==> src/rtl/seq_match_pkg.sv <==
// seq_match_pkg
// Shared types for the programmable sequence detector:
//   state_t      - FSM state encoding (IDLE / RUN / DONE)
//   step_entry_t - one pattern-table entry (compare mask, expected value,
//                  wait-on-miss flag)
//   idx_w()      - step-index width derived from the table depth
// Entries are stored at SM_MAX_IN_W bits so one package serves every IN_W
// instance; a detector with IN_W <= SM_MAX_IN_W zero-fills the upper bits.
package seq_match_pkg;

  localparam int SM_MAX_IN_W = 16;

  typedef enum logic [1:0] {
    IDLE = 2'd0,
    RUN  = 2'd1,
    DONE = 2'd2
  } state_t;

  // 'wait' is a reserved word, so the wait-on-miss flag is wait_miss
  typedef struct packed {
    logic [SM_MAX_IN_W-1:0] mask;
    logic [SM_MAX_IN_W-1:0] value;
    logic                   wait_miss;
  } step_entry_t;

  // Width of an index into a table of 'depth' entries (at least 1 bit)
  function automatic int idx_w(input int depth);
    return (depth > 1) ? $clog2(depth) : 1;
  endfunction

endpackage

==> src/rtl/seq_match_table.sv <==
// seq_match_table
// Pattern register file for seq_match_fsm: DEPTH entries of step_entry_t.
// Ports:
//   clk, reset        - clock, asynchronous active-low reset (clears all entries)
//   wr_en             - write strobe (any busy gating is done by the parent)
//   wr_addr           - entry to write
//   wr_mask/value/wait- entry contents to write
//   rd_addr           - entry to read (combinational)
//   rd_mask/value/wait- contents of entry rd_addr
module seq_match_table
  import seq_match_pkg::*;
#(
  parameter  int DEPTH = 16,
  localparam int IDX_W = idx_w(DEPTH)
) (
  input  logic                   clk,
  input  logic                   reset,
  input  logic                   wr_en,
  input  logic [IDX_W-1:0]       wr_addr,
  input  logic [SM_MAX_IN_W-1:0] wr_mask,
  input  logic [SM_MAX_IN_W-1:0] wr_value,
  input  logic                   wr_wait,
  input  logic [IDX_W-1:0]       rd_addr,
  output logic [SM_MAX_IN_W-1:0] rd_mask,
  output logic [SM_MAX_IN_W-1:0] rd_value,
  output logic                   rd_wait
);

  step_entry_t entries [DEPTH];
  step_entry_t wr_entry;
  step_entry_t rd_entry;

  // Pack the write port fields into one entry
  always_comb begin
    wr_entry           = '0;
    wr_entry.mask      = wr_mask;
    wr_entry.value     = wr_value;
    wr_entry.wait_miss = wr_wait;
  end

  // Storage: reset leaves every entry as an unconditional, restart-on-miss step
  always_ff @(posedge clk or negedge reset) begin
    if (!reset) begin
      for (int i = 0; i < DEPTH; i++) begin
        entries[i] <= '0;
      end
    end else if (wr_en) begin
      entries[wr_addr] <= wr_entry;
    end
  end

  assign rd_entry = entries[rd_addr];
  assign rd_mask  = rd_entry.mask;
  assign rd_value = rd_entry.value;
  assign rd_wait  = rd_entry.wait_miss;

endmodule

==> src/rtl/seq_match_fsm.sv <==
// seq_match_fsm
// Run-time programmable input-sequence detector. A table of up to DEPTH
// masked-compare steps is walked one valid beat at a time; each step either
// restarts on a miss or waits on a miss (with optional miss-count timeout).
// Ports:
//   clk, reset            - clock, asynchronous active-low reset
//   in_vec, in_valid      - monitored inputs, sampled only when in_valid=1
//   cfg_we, cfg_addr,
//   cfg_mask, cfg_value,
//   cfg_wait              - pattern entry write (ignored while busy)
//   cfg_len_we, cfg_len,
//   cfg_timeout           - active length / wait timeout load (ignored while busy)
//   arm, clear            - start detection / return to IDLE (clear wins)
//   step                  - current step index
//   busy                  - 1 in RUN
//   match, fail           - one-cycle pulses: sequence complete / restart
//   done                  - level, 1 in DONE
// IN_W must not exceed seq_match_pkg::SM_MAX_IN_W.
module seq_match_fsm
  import seq_match_pkg::*;
#(
  parameter  int IN_W  = 4,
  parameter  int DEPTH = 16,
  parameter  int TO_W  = 8,
  localparam int IDX_W = idx_w(DEPTH)
) (
  input  logic             clk,
  input  logic             reset,
  input  logic [IN_W-1:0]  in_vec,
  input  logic             in_valid,
  input  logic             cfg_we,
  input  logic [IDX_W-1:0] cfg_addr,
  input  logic [IN_W-1:0]  cfg_mask,
  input  logic [IN_W-1:0]  cfg_value,
  input  logic             cfg_wait,
  input  logic             cfg_len_we,
  input  logic [IDX_W:0]   cfg_len,
  input  logic [TO_W-1:0]  cfg_timeout,
  input  logic             arm,
  input  logic             clear,
  output logic [IDX_W-1:0] step,
  output logic             busy,
  output logic             match,
  output logic             fail,
  output logic             done
);

  localparam logic [IDX_W:0] LEN_MAX = (IDX_W+1)'(DEPTH);

  state_t                 state;
  state_t                 state_nxt;
  logic [IDX_W-1:0]       step_nxt;
  logic [TO_W-1:0]        wait_cnt;
  logic [TO_W-1:0]        cnt_nxt;
  logic [TO_W-1:0]        cnt_sat;
  logic [TO_W-1:0]        timeout_q;
  logic [IDX_W:0]         len_q;
  logic [IDX_W:0]         len_clamped;
  logic                   match_nxt;
  logic                   fail_nxt;
  logic                   busy_nxt;
  logic                   done_nxt;
  logic [SM_MAX_IN_W-1:0] vec_ext;
  logic [SM_MAX_IN_W-1:0] mask_ext;
  logic [SM_MAX_IN_W-1:0] value_ext;
  logic [SM_MAX_IN_W-1:0] rd_mask;
  logic [SM_MAX_IN_W-1:0] rd_value;
  logic                   rd_wait;
  logic                   hit;
  logic                   last_step;
  logic                   timed_out;
  logic                   arm_ok;
  logic                   cfg_open;

  // Widen the input and write data to the table's storage width; the upper
  // mask bits are always zero, so the extra bits never affect a compare
  always_comb begin
    vec_ext               = '0;
    mask_ext              = '0;
    value_ext             = '0;
    vec_ext[IN_W-1:0]     = in_vec;
    mask_ext[IN_W-1:0]    = cfg_mask;
    value_ext[IN_W-1:0]   = cfg_value;
  end

  assign cfg_open = ~busy;

  seq_match_table #(
    .DEPTH (DEPTH)
  ) u_table (
    .clk      (clk),
    .reset    (reset),
    .wr_en    (cfg_we & cfg_open),
    .wr_addr  (cfg_addr),
    .wr_mask  (mask_ext),
    .wr_value (value_ext),
    .wr_wait  (cfg_wait),
    .rd_addr  (step),
    .rd_mask  (rd_mask),
    .rd_value (rd_value),
    .rd_wait  (rd_wait)
  );

  // Over-long lengths are clamped so the final step always exists in the table
  assign len_clamped = (cfg_len > LEN_MAX) ? LEN_MAX : cfg_len;

  // Length and timeout registers, writable only outside RUN
  always_ff @(posedge clk or negedge reset) begin
    if (!reset) begin
      len_q     <= '0;
      timeout_q <= '0;
    end else if (cfg_len_we && cfg_open) begin
      len_q     <= len_clamped;
      timeout_q <= cfg_timeout;
    end
  end

  // Step evaluation terms shared by the next-state and output logic
  assign hit       = ((vec_ext ^ rd_value) & rd_mask) == '0;
  assign last_step = ({1'b0, step} + (IDX_W+1)'(1)) == len_q;
  assign cnt_sat   = (wait_cnt == '1) ? wait_cnt : wait_cnt + TO_W'(1);
  assign timed_out = (timeout_q != '0) && (cnt_sat >= timeout_q);
  assign arm_ok    = arm && (len_q != '0);

  // State register plus every registered output and the wait counter
  always_ff @(posedge clk or negedge reset) begin
    if (!reset) begin
      state    <= IDLE;
      step     <= '0;
      wait_cnt <= '0;
      match    <= 1'b0;
      fail     <= 1'b0;
      busy     <= 1'b0;
      done     <= 1'b0;
    end else begin
      state    <= state_nxt;
      step     <= step_nxt;
      wait_cnt <= cnt_nxt;
      match    <= match_nxt;
      fail     <= fail_nxt;
      busy     <= busy_nxt;
      done     <= done_nxt;
    end
  end

  // Next-state logic; an arm with no programmed length is ignored
  always_comb begin
    state_nxt = state;
    if (clear) begin
      state_nxt = IDLE;
    end else begin
      case (state)
        IDLE:    if (arm_ok) state_nxt = RUN;
        RUN:     if (in_valid && hit && last_step) state_nxt = DONE;
        DONE:    if (arm_ok) state_nxt = RUN;
        default: state_nxt = IDLE;
      endcase
    end
  end

  // Next values of the registered outputs and the wait counter. A restart
  // only rewinds to step 0; the beat that missed is not re-tried there.
  always_comb begin
    step_nxt  = step;
    cnt_nxt   = wait_cnt;
    match_nxt = 1'b0;
    fail_nxt  = 1'b0;
    if (clear) begin
      step_nxt = '0;
      cnt_nxt  = '0;
    end else begin
      case (state)
        IDLE, DONE: begin
          if (arm_ok) begin
            step_nxt = '0;
            cnt_nxt  = '0;
          end
        end
        RUN: begin
          if (in_valid) begin
            if (hit) begin
              cnt_nxt = '0;
              if (last_step) begin
                match_nxt = 1'b1;
              end else begin
                step_nxt = step + IDX_W'(1);
              end
            end else if (!rd_wait || timed_out) begin
              step_nxt = '0;
              cnt_nxt  = '0;
              fail_nxt = 1'b1;
            end else begin
              cnt_nxt = cnt_sat;
            end
          end
        end
        default: begin
          step_nxt = '0;
          cnt_nxt  = '0;
        end
      endcase
    end
    busy_nxt = (state_nxt == RUN);
    done_nxt = (state_nxt == DONE);
  end

endmodule

==> config.mk <==
export PLATFORM = sky130hd
export DESIGN_NAME = seq_match_fsm
export DESIGN_NICKNAME = d
export VERILOG_FILES = /design/src/rtl/seq_match_pkg.sv /design/src/rtl/seq_match_table.sv /design/src/rtl/seq_match_fsm.sv
export SDC_FILE = /design/constraint.sdc
export NUM_CORES = 1
export LEC_CHECK = 0
export CAP_MARGIN = 25
export CORE_UTILIZATION = 50
export CTS_BUF_LIST = sky130_fd_sc_hd__clkbuf_16
export CTS_CLUSTER_SIZE = 28
export DETAILED_ROUTE_END_ITERATION = 16
export HOLD_SLACK_MARGIN = 0.1
export PLACE_DENSITY_LB_ADDON = 0.3
export SYNTH_ARGS = -nofsm -noshare
export SYNTH_HDL_FRONTEND = slang
export SYNTH_HIERARCHICAL = 1
export SYNTH_SLANG_ARGS = --single-unit
==> constraint.sdc <==
create_clock -name clk -period 3.3 [get_ports clk]
set_input_delay 0.99 -clock clk [delete_from_list [all_inputs] [get_ports clk]]
set_output_delay 0.99 -clock clk [all_outputs]
set_load 0.005 [all_outputs]
==> flow_metrics.py <==
metrics = {
    "global_routing": {
        "grt_pass1_wl_mm": 96.8,
        "overflow": 0,
        "antenna_found_initial": 0,
        "grt_max_degree": 73,
        "groute.usage.overall_pct": 24.8,
        "grt_pass1_vias": 16400,
    },
    "synthesis": {
        "synth.ff_latch_count": 559,
        "synth_edf_count": 0,
        "synthArstFlopShare_pct": 100,
        "synth_ff_type": "dfrtp_1",
        "syn_inst": 1664,
        "yosysSeqAreaShare_pct": 54.9,
        "synth_cell_types": 54,
        "yosysWarningCount": 6,
        "synth.avg_cell_area_um2": 15.3,
        "syn-cell-area_um2": 25500,
    },
    "finish": {
        "seqCellArea_um2": 14000,
        "area_delta_synth_final_pct": 19.5,
        "fin_nets": 1978,
        "drive_gt1_share_pct": 36.6,
        "fillers": 3739,
        "instances_no_fill": 2649,
        "post-route-cell-area_um2": 30400,
        "multi_input_area_um2": 11700,
        "mostFrequentLayoutCell": "dfrtp_1",
        "post-route-util_pct": 60.6,
        "layout_common_cells": "dfrtp_1 (557), mux2_2 (331), mux2_1 (199), conb_1 (168), mux4_2 (132)",
        "diodes": 0,
    },
    "timing": {
        "timing_worst_slew_pin_value_ns": 0.677,
        "skew_ns": 0.0137,
        "min_period_ns": 3.24,
        "setup_viol": 0,
        "fmax_ghz": 0.309,
        "tns_ns": 0,
        "relSlewSlack_pct": 54.8,
        "drv_slew": 0,
        "layout_worst_path_cycle_share_pct": 98.2,
        "rsz0062_at_grt": "yes",
        "hold_violations": 0,
    },
    "pwr": {
        "seqPwrFrac_pct": 49.3,
        "clkPwrFrac_pct": 31.5,
        "p_switching_mw": 5.00,
        "peakVddDrop_mv": 0.418,
        "p_per_area_nw_per_um2": 641,
        "comb_power_share_pct": 19.1,
        "internal_power_mw": 14.5,
        "p_sw_share_pct": 25.7,
        "p_leak_nw": 13.3,
        "p_total_mw": 19.5,
    },
    "setup_path": {
        "critPathArrivalTime_ns": 3.74,
        "rrSetupSlack_ns": 0.06,
        "required_ns": 3.79,
        "endpoint_kind": "flip-flop",
        "critPathMaxStageDelay_ns": 0.49,
        "ff2ff_path_depth": 11,
        "timing.rr.end": "step[3]",
        "cp_max_fo": 14,
        "path_class": "reg -> reg",
        "worstPathCellList": "buf_12 -> buf_16 -> buf_12 -> mux4_2 -> a22oi_1 -> nand2_1 -> a22oi_2 -> and4_4 -> a31oi_4 -> a221o_1 -> a22o_1",
        "r2r_start": "step[0]",
        "cp_slowest_cell": "dfrtp_4",
        "cp_common_cell": "buf_12",
        "crit_buf_inv": 3,
        "critPathTopFamily": "compound AO/OA/AOI/OAI gates",
        "startpoint_type": "flip-flop",
        "cp-startpoint": "step[0]",
    },
    "outcome": {
        "status": "complete, no violations",
    },
    "cts": {
        "cts_buffers": 57,
        "clock_latency_ns": 0.62,
        "cts.sinks": 559,
        "cts_tree": "built",
        "cts_root_buffer": "clkbuf_16",
        "ctsLongestPathBuffers": 3,
        "h-tree-depth": 2,
        "clk_pin_slew_worst_paths_ns": 0.06,
    },
    "die": {
        "die_y_um": 228,
        "core.rowCount": 82,
        "start_util_pct": 50.8,
        "die_w_um": 228,
        "ios": 45,
        "core_area_um2": 50200,
        "die-area_um2": 51800,
    },
    "placed_design": {
        "placed_area_um2": 28000,
        "dp_hpwl_mm": 36.9,
        "gp_congestion": 0.816,
        "port_buffers": 44,
        "dpl.cell_count": 2504,
    },
    "hold_path": {
        "hp-class": "in -> async",
    },
    "run": {
        "max_cap_viol_count": 0,
    },
    "route": {
        "drt-initial-drc-count": 932,
        "ant_nets": 0,
        "avgRoutedWirePerCell_um": 23.2,
        "wirelength_mm": 61.4,
        "num_vias": 15300,
        "first_pass_iters": 5,
        "drc": 0,
        "viasPerCell": 5.76,
    },
}
[cell families after synthesis]
| kind of cell | after synthesis | synth area share, % |
|---|---|---|
| compound gates | 120 | 3.55 |
| xor+xnor | 12 | 0.413 |
| fa+ha+maj | 10 | 0.491 |
| buf+inv | 152 | 2.67 |
| flops | 559 | 54.9 |
| mux | 663 | 35.1 |
| other cells | 1 | 0.0147 |
| simple gates | 147 | 2.79 |
[cell type report]
cell class	instances	share of cell area (%)
Sequential cell	559	46.0
Multi-Input combinational cell	1120	38.4
Timing Repair Buffer	177	6.86
Clock buffer	59	4.85
Tap cell	672	2.76
Clock inverter	46	0.962
Inverter	16	0.197
[cells in the mapped netlist (12+ instances only)]
| library cell | number | area (um^2) |
|---|---|---|
| dfrtp_1 | 559 | 14000 |
| mux2_2 | 331 | 3730 |
| inv_1 | 16 | 60.1 |
| mux4_2 | 132 | 2970 |
| buf_2 | 60 | 300 |
| nand2_1 | 71 | 267 |
| a22oi_1 | 72 | 541 |
| nand3_1 | 12 | 60.1 |
| nor2_1 | 18 | 67.6 |
| clkbuf_1 | 58 | 218 |
| mux2_1 | 199 | 2240 |
[metrics by stage]
stage | setup slack (ns) | hold WS [ns]
floorplan | 0.0164 | 0.452
global placement | -0.00281 | 0.462
detailed placement | -0.0982 | 0.469
CTS | 0.000751 | 0.389
global route | -0.0622 | 0.429
finish | 0.0590 | 0.363
[power groups by stage]
stage / clock [mW] / sequential (mW) / combinational [mW]
after floorplan: 0 / 9.36 / 2.71
after global placement: 0 / 9.59 / 3.38
after detailed placement: 0 / 9.73 / 3.54
after CTS: 6.29 / 9.61 / 3.60
after global routing: 6.58 / 9.85 / 4.04
final: 6.15 / 9.62 / 3.73
[layer usage]
layer	vias to the layer above	global-route usage, %	part of all wire [%]
li1	6548	-	-
met1	8243	35.3	44
met2	394	40.5	49
met3	83	3.25	5.0
met4	0	6.71	2.0
met5	-	0	0
[worst reg2reg max path, cell delays in order, from the launching register on]
cell	delay, ns
dfrtp_4	0.49
buf_12	0.19
buf_16	0.20
buf_12	0.13
mux4_2	0.48
a22oi_1	0.28
nand2_1	0.12
a22oi_2	0.26
and4_4	0.31
a31oi_4	0.12
a221o_1	0.34
a22o_1	0.21
[flip-flops by register name, summed over array words and instances (netlist names), 2 cells and up]
name and cells:
u_table/entries 528, timeout_q 8, wait_cnt 8, len_q 5, step 4, state 2
[what timing repair did]
item / CTS / global route
hold buffers: 0 / 0
gates resized for setup: 7 / 37
setup endpoints to repair: 15 / 19
cloned: 1 / 4
pin swaps: 2 / 17
hold endpoints to repair: 0 / 0
buffers inserted: 6 / 30
[worst max-delay path by stage]
stage,to,slack [ns],cells past startpoint
6_report,step[3],0.06,11
5_1_grt,wait_cnt[0],-0.06,13
4_1_cts,step[3],0.0008,12
3_5_place_dp,step[3],-0.1,10
3_3_place_gp,step[2],-0.003,10
2_1_floorplan,step[2],0.02,11
(Power assumes the default switching activity.)
